## src/rtl/mem_fill_sequencer_pkg.sv

```systemverilog
// Shared definitions for the cache block fill/write-back sequencer.
// Holds the FSM state encoding and block geometry constants.
package mem_fill_sequencer_pkg;

    localparam int BLOCK_BYTES = 8;
    localparam int OFFSET_W    = 3;

    typedef enum logic [1:0] {
        IDLE = 2'd0,
        WB   = 2'd1,
        FILL = 2'd2,
        DONE = 2'd3
    } state_t;

endpackage

```

## src/rtl/sat_counter.sv

```systemverilog
// Saturating event counter: counts inc pulses and sticks at all-ones.
// Ports: clk, rst (sync, active-high), inc (count enable), count (value).
module sat_counter #(
    parameter int WIDTH = 16
) (
    input  logic             clk,
    input  logic             rst,
    input  logic             inc,
    output logic [WIDTH-1:0] count
);

    always_ff @(posedge clk) begin
        if (rst) begin
            count <= '0;
        end else if (inc && (count != '1)) begin
            count <= count + 1'b1;
        end
    end

endmodule

```

## src/rtl/mem_fill_sequencer.sv

```systemverilog
// Byte-serial cache block transfer: optional victim write-back, then fill.
// Ports: req_* handshake from the cache controller, wb_*/fill_* block info,
// mem_* byte-wide main memory port, done pulse, req_cnt/wb_cnt statistics.
module mem_fill_sequencer
    import mem_fill_sequencer_pkg::*;
#(
    parameter int BLOCK_BYTES = 8,
    parameter int CNT_W       = 16
) (
    input  logic             clk,
    input  logic             rst,
    input  logic             req_valid,
    output logic             req_ready,
    input  logic             req_writeback,
    input  logic [31:0]      wb_addr,
    input  logic [63:0]      wb_line,
    input  logic [31:0]      fill_addr,
    output logic [63:0]      fill_line,
    output logic             done,
    output logic [31:0]      mem_addr,
    output logic [7:0]       mem_wdata,
    output logic             mem_we,
    input  logic [7:0]       mem_rdata,
    output logic [CNT_W-1:0] req_cnt,
    output logic [CNT_W-1:0] wb_cnt
);

    localparam logic [OFFSET_W-1:0] LAST_IDX = OFFSET_W'(BLOCK_BYTES - 1);

    state_t                   state_q;
    state_t                   state_d;
    logic [OFFSET_W-1:0]      idx_q;
    logic [31:OFFSET_W]       wb_base_q;
    logic [31:OFFSET_W]       fill_base_q;
    logic [63:0]              wb_line_q;
    logic [63:0]              fill_line_q;
    logic                     accept;
    logic                     last;

    assign accept = req_valid && (state_q == IDLE);
    assign last   = (idx_q == LAST_IDX);

    always_comb begin
        state_d = state_q;
        unique case (state_q)
            IDLE: if (req_valid) state_d = req_writeback ? WB : FILL;
            WB:   if (last) state_d = FILL;
            FILL: if (last) state_d = DONE;
            DONE: state_d = IDLE;
            default: state_d = IDLE;
        endcase
    end

    // Strobes come straight from the state register so they cannot glitch.
    always_comb begin
        req_ready = (state_q == IDLE);
        done      = (state_q == DONE);
        mem_we    = (state_q == WB);
        mem_addr  = '0;
        mem_wdata = '0;
        unique case (state_q)
            WB: begin
                mem_addr  = {wb_base_q, idx_q};
                mem_wdata = wb_line_q[{idx_q, 3'b000} +: 8];
            end
            FILL: mem_addr = {fill_base_q, idx_q};
            default: ;
        endcase
    end

    always_ff @(posedge clk) begin
        if (rst) begin
            state_q     <= IDLE;
            idx_q       <= '0;
            wb_base_q   <= '0;
            fill_base_q <= '0;
            wb_line_q   <= '0;
            fill_line_q <= '0;
        end else begin
            state_q <= state_d;
            if (accept) begin
                idx_q       <= '0;
                wb_base_q   <= wb_addr[31:OFFSET_W];
                fill_base_q <= fill_addr[31:OFFSET_W];
                wb_line_q   <= wb_line;
            end else if (state_q == WB || state_q == FILL) begin
                // Natural 3-bit wrap returns idx to 0 for the next phase.
                idx_q <= idx_q + 1'b1;
            end
            if (state_q == FILL) begin
                fill_line_q[{idx_q, 3'b000} +: 8] <= mem_rdata;
            end
        end
    end

    assign fill_line = fill_line_q;

    sat_counter #(.WIDTH(CNT_W)) u_req_cnt (
        .clk   (clk),
        .rst   (rst),
        .inc   (accept),
        .count (req_cnt)
    );

    sat_counter #(.WIDTH(CNT_W)) u_wb_cnt (
        .clk   (clk),
        .rst   (rst),
        .inc   (accept && req_writeback),
        .count (wb_cnt)
    );

endmodule

```

## config.mk

```make
export PLATFORM = sky130hd
export DESIGN_NAME = mem_fill_sequencer
export DESIGN_NICKNAME = d
export VERILOG_FILES = /design/src/rtl/mem_fill_sequencer_pkg.sv /design/src/rtl/sat_counter.sv /design/src/rtl/mem_fill_sequencer.sv
export SDC_FILE = /design/constraint.sdc
export NUM_CORES = 1
export LEC_CHECK = 0
export ABC_AREA = 0
export BUFFER_PORTS_ARGS = -buffer_cell sky130_fd_sc_hd__buf_2
export CORE_UTILIZATION = 45
export DETAILED_ROUTE_END_ITERATION = 10
export GPL_TIMING_DRIVEN = 0
export PLACE_DENSITY = 0.77
export RECOVER_POWER = 100
export SYNTH_ARGS = -nofsm -noshare
export SYNTH_HDL_FRONTEND = slang
export SYNTH_HIERARCHICAL = 1
export SYNTH_SLANG_ARGS = --single-unit
```

## constraint.sdc

```tcl
create_clock -name clk -period 2.9 [get_ports clk]
set_input_delay 0.58 -clock clk [delete_from_list [all_inputs] [get_ports clk]]
set_output_delay 0.58 -clock clk [all_outputs]
set_load 0.03 [all_outputs]
```

==> metrics.yaml <==
status: "complete, no violations"
yosysSeqAreaShare_pct: 44.9
grt_pass1_vias: 9122
grt_max_degree: 25
finalNonFillerCells: 1773
drtPass1Iterations: 7
die_y_um: 151
routed_wl_um: 30200
clock_latency_ns: 0.53
yosysWarnings: 6
htreeDepth: 1
grt_pass1_wl_um: 45900
ios: 279
cts.clk_slew.worst_paths_ns: 0.06
clock-sinks: 223
vias_per_cell: 5.49
num_rows: 54
cp_slowest_cell: "dfxtp_1"
numCtsBuffers: 25
arrival_ns: 2.21
root_buffer: "clkbuf_16"
num_vias: 9739
die-area_um2: 22700
critical_path.max_fanout: 10
nets: 1627
synth_top_area_share_pct: 44.9
synth_top_cell_by_area: "dfxtp_1"
min_period_ns: 2.79
fillers: 1975
hold_path_class: "primary input to flip-flop"
setup_slack_ns: 0.111
grt_overflow: 0
drv_slew: 0
cts.hold.buffers_added: 0
slowest_delay_ns: 0.39
slew-limit-headroom_pct: 50.9
synth-async-reset-ratio_pct: 0
die_w_um: 151
ys.flop_type: "dfxtp_1"
ant_nets: 0
synthTopCellsByArea: "dfxtp_1 (45%), nand2_1 (11%), a21oi_1 (8.6%)"
post_synth_most_frequent_cells: "nand2_1 (288), dfxtp_1 (223), a21oi_1 (170)"
yosysMostFrequentCell: "nand2_1"
path_class: "flip-flop to output port"
dp_hpwl_um: 22300
crit_path_start_kind: "flip-flop"
critPathRequiredTime_ns: 2.32
io_buffers: 271
drv_cap: 0
syn_area_um2: 9940
area.growth.synth_to_final_pct: 25.6
syn_inst: 1175
finClkSkew_ns: 0.0123
drive_gt1_share_pct: 20.8
power-per-cell-area_nw_per_um2: 755
final-setup-viol-count: 0
placed_cells: 1726
fin_util_pct: 57.4
wl_per_cell_um: 17.1
drt_iter0_markers: 499
synthesis.nets: 1329
dpl_worst_slack_ns: -0.186
synth.avg_cell_area_um2: 8.46
clock_path_buffers: 3
synth_edf_count: 0
start_util_pct: 45.7
fin_crit_sh_pct: 96.2
ys_ff_latch: 223
crit_chain: "inv_1, ha_4, buf_6, buf_4, o21a_1, and2_1, buf_2"
antenna_found_initial: 1
tightest_slew_ns: 0.731
peakVddDrop_v: 0.000370
fmax_ghz: 0.359
p_leak_nw: 4.94
hold_viol_final: 0
end_kind: "output port"
cts_tree: "done"
drc: 0
routabilityCongestion: 0.946
core-area_um2: 21800
synth.distinct_cells: 56
grt.total_usage_pct: 25.7
-- flip-flops by register name, summed over array words and instances (netlist names) --
signal,cells
fill_base_q,29
idx_q,3
u_wb_cnt/count,16
fill_line,64
wb_base_q,29
wb_line_q,64
state_q,2
u_req_cnt/count,16
-- worst max-delay path, delay by kind of cell (launching register included) --
| family | cells | cell delay, ns |
|---|---|---|
| AND/OR/NAND/NOR | 1 | 0.20 |
| buffers and inverters | 4 | 0.64 |
| adder cells (fa/ha/maj) | 1 | 0.21 |
| AO/OA/AOI/OAI | 1 | 0.25 |
| flip-flops | 1 | 0.39 |
-- routing by layer --
layer / share of wire (%) / global-route usage (%) / routed length (um) / vias to the layer above
met4: 2.8 / 7.85 / 837 / 2
met5: 0.046 / 0 / 14 / -
li1: - / - / - / 4697
met2: 49 / 45.7 / 14700 / 389
met3: 7.8 / 4.67 / 2360 / 63
met1: 41 / 31.4 / 12300 / 4588
-- power by group --
group	internal, W	switching, W	leakage (nW)
combinational	0.000950	0.00174	2.71
clock	0.00189	0.00128	0.410
sequential	0.00338	0.000181	1.82
-- repair_timing --
action,4_1_cts,5_1_grt
setup buffers,0,2
setup endpoints to repair,50,58
endpoints found under the hold margin,0,0
resized for setup,16,18
-- per-stage QoR --
step | setup TNS (ns) | hold WS, ns | total power [W] | cell area (um^2)
after global placement | -0.697 | 0.440 | 0.00613 | 11600
final | 0 | 0.286 | 0.00943 | 12500
after detailed placement | -0.942 | 0.443 | 0.00621 | 11600
after CTS | 0 | 0.273 | 0.00939 | 12500
after global routing | -0.00309 | 0.282 | 0.00987 | 12500
after floorplan | 0 | 0.433 | 0.00537 | 9940
-- final timing paths --
check                           cells after the start           from  slack, ns       endpoint
worst max-delay path                                7     state_q[0]       0.11    mem_addr[0]
worst min-delay path                                3    wb_line[28]       0.29  wb_line_q[28]
worst max register to register                      9       idx_q[0]       0.18  fill_line[30]
worst min register to register                      2  wb_line_q[24]       0.45  wb_line_q[24]
-- layout make-up --
| class | count | area [um^2] | area share, % |
|---|---|---|---|
| Multi-Input combinational cell | 853 | 5090 | 40.8 |
| Sequential cell | 223 | 4460 | 35.7 |
| Timing Repair Buffer | 273 | 1290 | 10.3 |
| Clock buffer | 40 | 762 | 6.10 |
| Buffer | 85 | 417 | 3.34 |
| Tap cell | 280 | 350 | 2.80 |
| Clock inverter | 6 | 72.6 | 0.581 |
| Inverter | 12 | 45.0 | 0.361 |
| Antenna cell | 1 | 2.50 | 0.0200 |
-- cell families after synthesis --
family          after synthesis  synth area share (%)
simple gates                507                  25.7
compound gates              272                  15.4
flops                       223                  44.9
buf+inv                      99                  4.27
mux                          55                  7.58
fa+ha+maj                    14                  1.76
xor+xnor                      5                 0.440
-- layout by cell type, fill, tap and decap left out, types with 12 or more instances in the layout --
| cell | instances |
|---|---|
| a21oi_1 | 170 |
| a22oi_1 | 29 |
| buf_1 | 14 |
| buf_2 | 215 |
| clkbuf_1 | 117 |
| clkbuf_16 | 25 |
| dfxtp_1 | 223 |
| ha_1 | 12 |
| mux2i_1 | 37 |
| mux4_2 | 16 |
| nand2_1 | 288 |
| nand2b_1 | 39 |
| nand3_1 | 35 |
| nand4_1 | 14 |
| nor2_1 | 12 |
| nor2b_1 | 34 |
| nor3_1 | 12 |
| o21ai_0 | 40 |
| o31ai_1 | 12 |
| or4_1 | 14 |
(Power assumes the default switching activity.)
